[src/rtl/fetch_unit_pkg.sv]
// Shared constants and types for the instruction-fetch stage.
package fetch_unit_pkg;

  localparam int DATA_W  = 32;
  localparam int STATE_W = 2;

  localparam logic [DATA_W-1:0] NOP_INST     = 32'h0000_0013;
  localparam logic [DATA_W-1:0] RESET_PC_DEF = 32'h0000_0000;
  localparam logic [DATA_W-1:0] PC_STEP      = 32'd4;
  localparam logic [DATA_W-1:0] ALIGN_MASK   = {{(DATA_W-2){1'b1}}, 2'b00};

  typedef enum logic [STATE_W-1:0] {
    ST_REQ  = 2'd0,
    ST_WAIT = 2'd1,
    ST_HOLD = 2'd2,
    ST_DROP = 2'd3
  } fetch_state_e;

  function automatic logic [DATA_W-1:0] align_word(input logic [DATA_W-1:0] addr);
    return addr & ALIGN_MASK;
  endfunction

endpackage

[src/rtl/fetch_unit.sv]
// Instruction-fetch stage: one outstanding imem request, one-entry skid buffer,
// redirect/flush handling and the IF_ID pipeline register.
module fetch_unit
  import fetch_unit_pkg::*;
#(
  parameter logic [DATA_W-1:0] RESET_PC = RESET_PC_DEF
) (
  input  logic              clk,
  input  logic              rst_n,
  output logic              imemReqValid,
  output logic [DATA_W-1:0] imemReqAddr,
  input  logic              imemReqReady,
  input  logic              imemRspValid,
  input  logic [DATA_W-1:0] imemRspData,
  input  logic              stall,
  input  logic              redirectValid,
  input  logic [DATA_W-1:0] redirectPC,
  output logic [DATA_W-1:0] ifidInst,
  output logic [DATA_W-1:0] ifidPC,
  output logic              ifidValid
);

  fetch_state_e      state_q, state_d;
  logic              req_valid_q;
  logic [DATA_W-1:0] pc_q, pc_d;
  logic [DATA_W-1:0] req_pc_q;
  logic [DATA_W-1:0] hold_inst_q;
  logic [DATA_W-1:0] if_inst_q, if_pc_q;
  logic              if_valid_q;

  logic              handshake;
  logic              rsp_in_wait;
  logic              deliver;
  logic [DATA_W-1:0] deliver_inst;

  assign handshake    = (state_q == ST_REQ) && req_valid_q && imemReqReady;
  assign rsp_in_wait  = (state_q == ST_WAIT) && imemRspValid;
  assign deliver      = !redirectValid && !stall && (rsp_in_wait || (state_q == ST_HOLD));
  assign deliver_inst = (state_q == ST_HOLD) ? hold_inst_q : imemRspData;

  assign pc_d = redirectValid ? align_word(redirectPC) :
                handshake     ? pc_q + PC_STEP        : pc_q;

  // NOTE: every path starts from a default assignment so no latch is inferred.
  always_comb begin
    state_d = state_q;
    case (state_q)
      ST_REQ:  if (handshake) state_d = redirectValid ? ST_DROP : ST_WAIT;
      // A response landing in the redirect cycle retires the outstanding
      // request, so there is nothing left to drop.
      ST_WAIT: begin
        if (imemRspValid)       state_d = (stall && !redirectValid) ? ST_HOLD : ST_REQ;
        else if (redirectValid) state_d = ST_DROP;
      end
      ST_HOLD: if (redirectValid || !stall) state_d = ST_REQ;
      ST_DROP: if (imemRspValid) state_d = ST_REQ;
      default: state_d = ST_REQ;
    endcase
  end

  // NOTE: sequential state uses non-blocking assignments only, so every
  // register samples the pre-edge values of the others.
  always_ff @(posedge clk or negedge rst_n) begin
    if (!rst_n) begin
      state_q     <= ST_REQ;
      req_valid_q <= 1'b0;
      pc_q        <= RESET_PC;
      req_pc_q    <= '0;
      if_inst_q   <= NOP_INST;
      if_pc_q     <= '0;
      if_valid_q  <= 1'b0;
    end else begin
      state_q     <= state_d;
      req_valid_q <= (state_d == ST_REQ);
      pc_q        <= pc_d;
      if (handshake) req_pc_q <= pc_q;

      if (redirectValid) begin
        if_valid_q <= 1'b0;
        if_inst_q  <= NOP_INST;
      end else if (deliver) begin
        if_valid_q <= 1'b1;
        if_inst_q  <= deliver_inst;
        if_pc_q    <= req_pc_q;
      end else if (!stall) begin
        if_valid_q <= 1'b0;
        if_inst_q  <= NOP_INST;
      end
    end
  end

  // NOTE: the skid buffer is pure datapath qualified by state, so it carries
  // no reset and stays out of the reset tree.
  always_ff @(posedge clk) begin
    if (rsp_in_wait && stall && !redirectValid) hold_inst_q <= imemRspData;
  end

  assign imemReqValid = req_valid_q;
  assign imemReqAddr  = pc_q;
  assign ifidInst     = if_inst_q;
  assign ifidPC       = if_pc_q;
  assign ifidValid    = if_valid_q;

endmodule

[config.mk]
export PLATFORM = sky130hd
export DESIGN_NAME = fetch_unit
export DESIGN_NICKNAME = d
export VERILOG_FILES = /design/src/rtl/fetch_unit_pkg.sv /design/src/rtl/fetch_unit.sv
export SDC_FILE = /design/constraint.sdc
export NUM_CORES = 1
export LEC_CHECK = 0
export CORE_ASPECT_RATIO = 0.6
export CORE_MARGIN = 5
export CORE_UTILIZATION = 45
export DETAILED_ROUTE_END_ITERATION = 8
export MAX_ROUTING_LAYER = met4
export PLACE_DENSITY = 0.78
export SLEW_MARGIN = 40
export SYNTH_ARGS = -nofsm -noshare
export SYNTH_HDL_FRONTEND = slang
export SYNTH_SLANG_ARGS = --single-unit
[constraint.sdc]
create_clock -name clk -period 4.75 [get_ports clk]
set_clock_uncertainty 0.2 [all_clocks]
set_input_delay 0.475 -clock clk [delete_from_list [all_inputs] [get_ports clk]]
set_output_delay 0.475 -clock clk [all_outputs]
set_load 0.005 [all_outputs]
==> results of run 1 <==
==> placed cells by master, fill, tap and decap left out, types with 4 or more instances in the layout <==
master / Yosys / layout
clkdlybuf4s50_1: 0 / 160
nand2_1: 141 / 141
dfrtp_1: 123 / 123
o21ai_0: 52 / 52
edfxtp_1: 32 / 32
mux2_2: 31 / 31
mux2i_1: 30 / 30
nor2_1: 22 / 21
clkbuf_16: 0 / 18
nand3_1: 17 / 17
nand4_1: 16 / 16
a31oi_1: 14 / 14
nor4_1: 9 / 9
or4_1: 7 / 7
inv_1: 7 / 6
xor2_1: 6 / 6
and3_1: 6 / 6
or3_1: 5 / 5
xnor2_1: 5 / 5
a21oi_1: 4 / 4
conb_1: 1 / 4
inv_6: 0 / 4
buf_4: 4 / 4
==> sequential cells by signal, indices dropped and copies added (netlist names) <==
signal and cells:
req_pc_q 30, ifidPC 30, state_q 2, ifidValid 1, hold_inst_q 32, imemReqValid 1
ifidInst 32, imemReqAddr 30
==> cells in the mapped netlist, types with 4 or more instances <==
master,n,share of area (%)
a21oi_1,4,0.29
a31oi_1,14,1.3
and3_1,6,0.55
buf_2,9,0.66
buf_4,4,0.44
clkbuf_1,21,1.2
dfrtp_1,123,45
edfxtp_1,32,14
inv_1,7,0.39
mux2_2,31,5.1
mux2i_1,30,4.4
nand2_1,141,7.8
nand3_1,17,1.3
nand4_1,16,1.5
nor2_1,22,1.2
nor2b_1,5,0.46
nor4_1,9,0.83
o21ai_0,52,3.8
or3_1,5,0.46
or4_1,7,0.77
xnor2_1,5,0.65
xor2_1,6,0.77
==> path summary, 6_finish.rpt <==
path | startpoint | endpoint | slack [ns] | cells past startpoint
setup / recovery | imemReqAddr[9] | imemReqAddr[24] | 1.93 | 4
hold / removal | req_pc_q[17] | req_pc_q[17] | 0.27 | 2
setup reg to reg | imemReqAddr[9] | imemReqAddr[24] | 1.93 | 4
hold reg to reg | req_pc_q[17] | req_pc_q[17] | 0.27 | 2
max in group asynchronous | rst_n | ifidInst[1] | 2.79 | 3
min in group asynchronous | rst_n | ifidPC[22] | 0.48 | 2
==> worst reg2reg max path, cell delays in order (launching register included) <==
cell and delay, ns:
dfrtp_1 0.66, nand4_1 0.45, or3_1 0.67, or4_1 0.57
a31oi_1 0.18
==> where the power goes <==
group	internal, mW	switching [mW]
Clock	0.742	0.605
Combinational	0.709	0.558
Sequential	1.72	0.234
Total	3.17	1.40
==> final cells by class <==
type	instances	area (um^2)	area share, %
Clock buffer	18	429	4.67
Clock inverter	14	153	1.66
Inverter	7	26.3	0.286
Multi-Input combinational cell	411	2480	27.0
Sequential cell	158	4120	44.9
Tap cell	198	248	2.70
Timing Repair Buffer	170	1730	18.8
==> per-layer routing <==
metal	vias up	global-route usage, %	wire, um
met5	-	-	0
met4	0	6.49	207
met3	22	5.32	1290
met2	220	32.0	8260
met1	2696	31.1	8710
li1	2469	-	-
==> cells by family (layout without fill, tap and decap cells) <==
group                      count (synthesis)  in the layout
AOI/OAI and AO/OA                         88             88
xor gates and xnor gates                  11             11
adders and majority gates                  1              1
buffers and inverters                     48            209
DFF                                      158            158
muxes                                     61             61
other                                      1              4
and+or+nand+nor                          246            246
==> stage by stage <==
step	area [um^2]	hold slack [ns]	util (%)	std cells
after global placement	8510	0.253	58.2	939
after detailed placement	8560	0.258	58.5	942
final	9180	0.269	62.7	976
after global routing	9180	0.288	62.7	976
after floorplan	6800	-0.0206	-	617
after CTS	9150	0.275	62.5	975
==> run_results.csv, run 1 <==
group,metric,value,unit
clock_tree,cts_tree,"yes",
clock_tree,clk_pin_slew,0.07,ns
layout,drive_above_1_share,11.2,%
clock_tree,cts_hold_buf,1,
floorplanning,coreArea,0.0146,mm^2
routing,via_per_inst,5.54,
synthesis,synthDistinctLibCells,52,
critical_path,crit_fanout,13,
synthesis,ys_warn_count,0,
critical_path,path_class,"reg -> reg",
timing,min_period,2.82,ns
routing,drc,0,
clock_tree,post_cts_buffers,0,
clock_tree,cts_buffers,17,
synthesis,synth_top_family_by_area,"simple AND/OR/NAND/NOR gates",
synthesis,synth-xor-area-share,1.42,%
timing,hold_viol,0,
placement,io_buffers,161,
clock_tree,clock_path_buffers,2,
pwr,power,4.57,mW
timing,maxSlewViolCount,0,
clock_tree,htreeDepth,4,
timing,max_slew_margin,46.2,%
routing,ant_nets,0,
timing,rsz0062_at_grt,"no",
global_route,grt_pass1_vias,5539,
synthesis,avgSynthCellArea,11.1,um^2
synthesis,netlist_instances,614,
clock_tree,ctsResizeCount,0,
critical_path,cp_num_buf_inv,0,
timing,fin_ws,1.93,ns
clock_tree,clkSinkCount,158,
layout,antennaDiodeCount,0,
clock_tree,clkLatencyLatePin,0.42,ns
routing,drtIter0Drc,437,
critical_path,endpoint_kind,"register",
floorplanning,start_util,46.4,%
synthesis,synth_edf_count,32,
timing,period_share,59.3,%
critical_path,slowest_stage,"or3_1",
global_route,antenna_found_initial,0,
timing,setup_viol_count_final,0,
synthesis,synth-simple-area-share,17.1,%
timing,final.setup.tns,0,ns
critical_path,cp.arrival,2.96,ns
clock_tree,cts_root_buffer,"clkbuf_16",
layout,fin_nets,836,
floorplanning,dieArea,0.0177,mm^2
pwr,power_density,498,mW/mm^2
floorplanning,num_rows,34,
routing,num_vias,5407,
pwr,vdd_drop_max,266,uV
synthesis,synthMuxAreaShare,9.57,%
layout,fillers,1145,
floorplanning,die_y,105,um
global_route,grt-ovfl-total,0,
timing,worst_pin_slew,0.807,ns
placement,dp_hpwl,12800,um
global_route,grt_pass1_wl,30200,um
placement,gp_congestion,0.895,
routing,first_pass_iters,5,
routing,post_drt_wl_per_cell,18.9,um
outcome,status,"complete, no violations",
floorplanning,die_width,169,um
synthesis,async_flop_share,79.7,%
synthesis,ys_seq_area_share,60.7,%
global_route,grtUsageTotal,22.1,%
global_route,grt_max_degree,86,
timing,max_freq,355,MHz
floorplanning,io_pins,168,
flow_run,drv_cap,0,
synthesis,synth-compound-area-share,7.60,%
critical_path,critPathMaxStageDelay,0.67,ns
synthesis,synth_area,0.00679,mm^2
pwr,power.leakage,3.74,nW
layout,area_growth,35.3,%
critical_path,start_kind,"register",
critical_path,crit_family,"simple AND/OR/NAND/NOR gates",
critical_path,required,4.89,ns
worst_hold_path,hold_path.class,"reg -> reg",
routing,wirelength,18500,um
synthesis,synth_seq_cells,158,
synthesis,synthFlopType,"dfrtp_1",
critical_path,path_cells,"nand4_1 > or3_1 > or4_1 > a31oi_1",
synthesis,synthAdderAreaFrac,0.184,%
placement,dp_slack,1.59,ns
(Power assumes the default switching activity.)
==> inputs of run 2 (changes only) <==
==> constraint.sdc (replaced) <==
create_clock -name clk -period 2.7 [get_ports clk]
set_clock_uncertainty 0.2 [all_clocks]
set_input_delay 0.27 -clock clk [delete_from_list [all_inputs] [get_ports clk]]
set_output_delay 0.27 -clock clk [all_outputs]
set_load 0.005 [all_outputs]
==> run_results.csv, run 2 (synthesized netlist as in run 1, its figures left out) <==
group,metric,value,unit
floorplanning,num_rows,34,
outcome,status,"complete, no violations",
critical_path,crit_family,"simple AND/OR/NAND/NOR gates",
clock_tree,cts_buffers,17,
critical_path,ff2ff_setup_slack,0.27,ns
timing,setup_viol_count_final,0,
floorplanning,coreArea,0.0146,mm^2
critical_path,crit_start,"imemReqAddr[2]",
clock_tree,cts_root_buffer,"clkbuf_16",
routing,drtIter0Drc,498,
clock_tree,ctsResizeCount,0,
clock_tree,post_cts_buffers,0,
routing,first_pass_iters,6,
routing,ant_nets,0,
critical_path,crit_fanout,10,
pwr,power_density,866,mW/mm^2
layout,area_growth,36.5,%
pwr,swShare,30.2,%
critical_path,endpoint_kind,"register",
clock_tree,cts_hold_buf,1,
placement,io_buffers,161,
clock_tree,clock_path_buffers,2,
global_route,grt-ovfl-total,0,
pwr,p_clk_share,29.1,%
pwr,vdd_drop_max,498,uV
critical_path,path_class,"reg -> reg",
timing,worst_pin_slew,0.691,ns
pwr,power,8.03,mW
clock_tree,clkSinkCount,158,
global_route,grt_max_degree,85,
layout,drive_above_1_share,12.7,%
timing,final.setup.tns,0,ns
clock_tree,cts_tree,"yes",
timing,rsz0062_at_grt,"no",
routing,via_per_inst,5.44,
critical_path,cp.arrival,2.57,ns
routing,drc,0,
placement,dpl_cell_area,0.00867,mm^2
pwr,power_frac_seq,42.8,%
critical_path,r2r-end,"imemReqAddr[24]",
routing,post_drt_wl_per_cell,18.5,um
layout,final_core_util,63.3,%
floorplanning,io_pins,168,
placement,dp_hpwl,13200,um
clock_tree,clkLatencyLatePin,0.42,ns
critical_path,path_cells,"ha_1 > nand3_1 > or3_1 > or4_1 > a31oi_1",
layout,final_cell_mix,"160 x clkdlybuf4s50_1, 141 x nand2_1, 123 x dfrtp_1, 52 x o21ai_0, 32 x edfxtp_1",
pwr,intPower,5.60,mW
critical_path,cp-endpoint,"imemReqAddr[24]",
placement,gp_congestion,0.879,
critical_path,worst-path-stages,5,
worst_hold_path,hold_path.class,"in -> reg",
routing,wirelength,18400,um
clock_tree,htreeDepth,4,
timing,min_period,2.43,ns
critical_path,r2r-start,"imemReqAddr[2]",
routing,num_vias,5390,
timing,max_slew_margin,53.9,%
floorplanning,start_util,46.4,%
floorplanning,dieArea,0.0177,mm^2
layout,fin_area,0.00927,mm^2
global_route,grt_pass1_wl,29200,um
critical_path,worstRegToRegCells,5,
pwr,pwr-share-comb,28.1,%
pwr,power.leakage,3.81,nW
clock_tree,clk_pin_slew,0.07,ns
global_route,grtUsageTotal,21.4,%
timing,hold_viol,0,
global_route,antenna_found_initial,0,
flow_run,drv_cap,0,
critical_path,slowest_stage,"or3_1",
floorplanning,die_y,105,um
pwr,power.switching,2.43,mW
global_route,grt_pass1_vias,5482,
timing,max_freq,412,MHz
timing,period_share,90.0,%
critical_path,cp_num_buf_inv,0,
critical_path,start_kind,"register",
critical_path,required,2.84,ns
critical_path,critPathMaxStageDelay,0.57,ns
timing,maxSlewViolCount,0,
layout,antennaDiodeCount,0,
floorplanning,die_width,169,um
layout,layout_commonest_cell,"clkdlybuf4s50_1",
layout,fin_nets,851,
-- run 2: changes by cell type in the layout (fill, tap and decap cells not counted), sizes merged --
cell | before | now
clkinvlp | 3 | 1
inv | 13 | 14
buf | 7 | 23
clkinv | 4 | 6
clkbuf | 20 | 18
-- run 2: final cells by class --
class / count / area [um^2]
fillers: 1138 / 5370
flip-flops and latches: 158 / 4120
multi-input cells: 411 / 2470
repair buffers: 185 / 1820
clock buffers: 17 / 425
well taps: 198 / 248
clock inverters: 15 / 155
inverters: 7 / 26.3
-- run 2: per-stage QoR --
| stage | worst slack, ns | hold WS (ns) | std cells |
|---|---|---|---|
| 3_5_place_dp | 0.252 | 0.191 | 958 |
| 5_1_grt | 0.167 | 0.222 | 991 |
| 4_1_cts | 0.337 | 0.210 | 991 |
| 2_1_floorplan | 0.400 | -0.226 | 617 |
| 6_report | 0.271 | 0.220 | 991 |
| 3_3_place_gp | 0.269 | 0.188 | 958 |
-- run 2: routing by layer --
| layer | track usage (%) | share of wire (%) | vias to the layer above |
|---|---|---|---|
| met5 | - | 0 | - |
| met4 | 5.39 | 1.3 | 0 |
| met3 | 5.81 | 7.6 | 21 |
| met2 | 31.8 | 45 | 219 |
| met1 | 29.5 | 46 | 2649 |
| li1 | - | - | 2501 |
-- run 2: power groups by stage --
stage	Clock, mW	Combinational (mW)	Sequential [mW]
global placement	0	2.19	3.43
global route	2.49	2.46	3.51
CTS	2.38	2.29	3.43
finish	2.34	2.26	3.43
floorplan	0	1.09	3.38
detailed placement	0	2.28	3.47
-- run 2: how the worst min path moves through the flow --
stage	from	to	slack, ns	cells after the start
2_1_floorplan	rst_n	ifidInst[10]	-0.23	0
3_5_place_dp	rst_n	ifidPC[22]	0.19	1
4_1_cts	redirectPC[2]	imemReqAddr[2]	0.21	3
5_1_grt	imemRspData[29]	hold_inst_q[29]	0.22	1
6_report	redirectPC[2]	imemReqAddr[2]	0.22	3
3_3_place_gp	rst_n	req_pc_q[22]	0.19	1
-- run 2: worst min-delay path, delay by kind of cell --
| family | cells | cell delay [ns] |
|---|---|---|
| AO/OA/AOI/OAI | 1 | 0.07 |
| AND/OR/NAND/NOR | 1 | 0.06 |
| buffers and inverters | 1 | 0.39 |
==> inputs of run 3 (changes only) <==
==> constraint.sdc (replaced) <==
create_clock -name clk -period 2.76 [get_ports clk]
set_clock_uncertainty 0.2 [all_clocks]
set_input_delay 0.276 -clock clk [delete_from_list [all_inputs] [get_ports clk]]
set_output_delay 0.276 -clock clk [all_outputs]
set_load 0.005 [all_outputs]
==> run_results.csv, run 3 (synthesized netlist as in run 1, its figures left out) <==
group,metric,value,unit
worst_hold_path,min_delay_path_depth,3,
pwr,power.leakage,3.81,nW
floorplanning,dieArea,0.0177,mm^2
critical_path,crit_start,"imemReqAddr[2]",
layout,fin_nets,848,
clock_tree,clkLatencyLatePin,0.42,ns
critical_path,start_kind,"register",
clock_tree,cts_root_buffer,"clkbuf_16",
timing,max_slew_margin,54.1,%
routing,ant_nets,0,
pwr,power,8.04,mW
layout,antennaDiodeCount,0,
routing,drc,0,
timing,hold_viol,0,
routing,wirelength,18200,um
timing,min_period,2.41,ns
global_route,grt_pass1_vias,5398,
clock_tree,ctsResizeCount,0,
clock_tree,post_cts_buffers,0,
placement,gp_congestion,0.876,
critical_path,r2r-start,"imemReqAddr[2]",
timing,rsz0062_at_grt,"no",
global_route,grt_max_degree,83,
floorplanning,die_y,105,um
critical_path,r2r-end,"imemReqAddr[22]",
critical_path,path_class,"reg -> reg",
clock_tree,cts_tree,"yes",
outcome,status,"complete, no violations",
timing,setup_viol_count_final,0,
layout,area_growth,37.1,%
clock_tree,clock_path_buffers,2,
timing,maxSlewViolCount,0,
pwr,vdd_drop_max,449,uV
clock_tree,clkSinkCount,158,
placement,io_buffers,161,
clock_tree,cts_buffers,17,
critical_path,required,2.89,ns
floorplanning,io_pins,168,
routing,num_vias,5350,
timing,period_share,87.4,%
flow_run,drv_cap,0,
global_route,grtUsageTotal,21.2,%
critical_path,ff2ff_setup_slack,0.35,ns
clock_tree,htreeDepth,4,
floorplanning,num_rows,34,
pwr,power_density,865,mW/mm^2
critical_path,worstRegToRegCells,5,
timing,max_freq,414,MHz
layout,drive_above_1_share,12.4,%
layout,final_cell_mix,"160 x clkdlybuf4s50_1, 141 x nand2_1, 123 x dfrtp_1, 52 x o21ai_0, 32 x edfxtp_1",
routing,first_pass_iters,5,
critical_path,endpoint_kind,"register",
critical_path,cp.arrival,2.55,ns
layout,layout_commonest_cell,"clkdlybuf4s50_1",
floorplanning,start_util,46.4,%
timing,final.setup.tns,0,ns
routing,post_drt_wl_per_cell,18.5,um
global_route,grt_pass1_wl,28900,um
timing,worst_pin_slew,0.688,ns
floorplanning,coreArea,0.0146,mm^2
clock_tree,clk_pin_slew,0.06,ns
routing,drtIter0Drc,440,
floorplanning,die_width,169,um
global_route,grt-ovfl-total,0,
worst_hold_path,holdCritStartpoint,"redirectPC[18]",
critical_path,crit_fanout,10,
placement,dp_hpwl,13000,um
worst_hold_path,hold-path-endpoint,"imemReqAddr[18]",
routing,via_per_inst,5.41,
global_route,antenna_found_initial,0,
worst_hold_path,hold_path.class,"in -> reg",
run 3: changes by cell type in the layout (fill, tap and decap cells not counted), moves of 2 or more:
cell	previous run	this run
clkinv_4	3	1
buf_4	21	17
clkinvlp_4	1	4
bufinv_16	1	3
run 3: timing repair:
action / CTS / global route
hold buffers: 1 / 0
endpoints found under the hold margin: 78 / 0
setup endpoints to repair: 0 / 0
run 3: layout make-up:
class                   instances  area [um^2]
clock buffers                  19          454
clock inverters                13          175
fillers                      1145         5330
inverters                       7         26.3
multi-input cells             411         2470
flip-flops and latches        158         4120
well taps                     198          248
repair buffers                182         1810
run 3: layer usage:
metal / track usage [%] / wire length (um) / up-vias
met2: 31.0 / 8160 / 223
met3: 4.83 / 1430 / 24
met5: - / 0 / -
met4: 6.25 / 306 / 0
li1: - / - / 2494
met1: 29.7 / 8350 / 2609
run 3: where the power goes:
group | total [mW] | internal [mW] | switching (mW)
Sequential | 3.36 | 2.96 | 0.397
Clock | 2.49 | 1.50 | 0.992
Combinational | 2.20 | 1.24 | 0.954
Total | 8.04 | 5.70 | 2.34
run 3: worst max-delay path, cell delays in order, from the launching register on:
cell and delay [ns]:
dfrtp_1 0.46, ha_1 0.23, nand3_1 0.18, or3_1 0.56, or4_1 0.52, a31oi_1 0.18
run 3: how the worst max path moves through the flow:
| stage | to | slack [ns] | depth (start not counted) |
|---|---|---|---|
| after floorplan | hold_inst_q[0] | 0.45 | 4 |
| after global placement | imemReqAddr[22] | 0.33 | 5 |
| after detailed placement | imemReqAddr[22] | 0.32 | 5 |
| after CTS | imemReqAddr[18] | 0.40 | 6 |
| after global routing | imemReqAddr[30] | 0.32 | 4 |
| final | imemReqAddr[22] | 0.35 | 5 |
run 3: stage by stage:
step	area (um^2)	setup WS [ns]	util, %	cells	hold WS [ns]
floorplan	6800	0.454	-	617	-0.220
global placement	8660	0.328	59.2	955	0.190
detailed placement	8660	0.322	59.2	955	0.198
CTS	9300	0.405	63.6	988	0.221
global route	9310	0.316	63.6	988	0.230
finish	9310	0.347	63.6	988	0.236
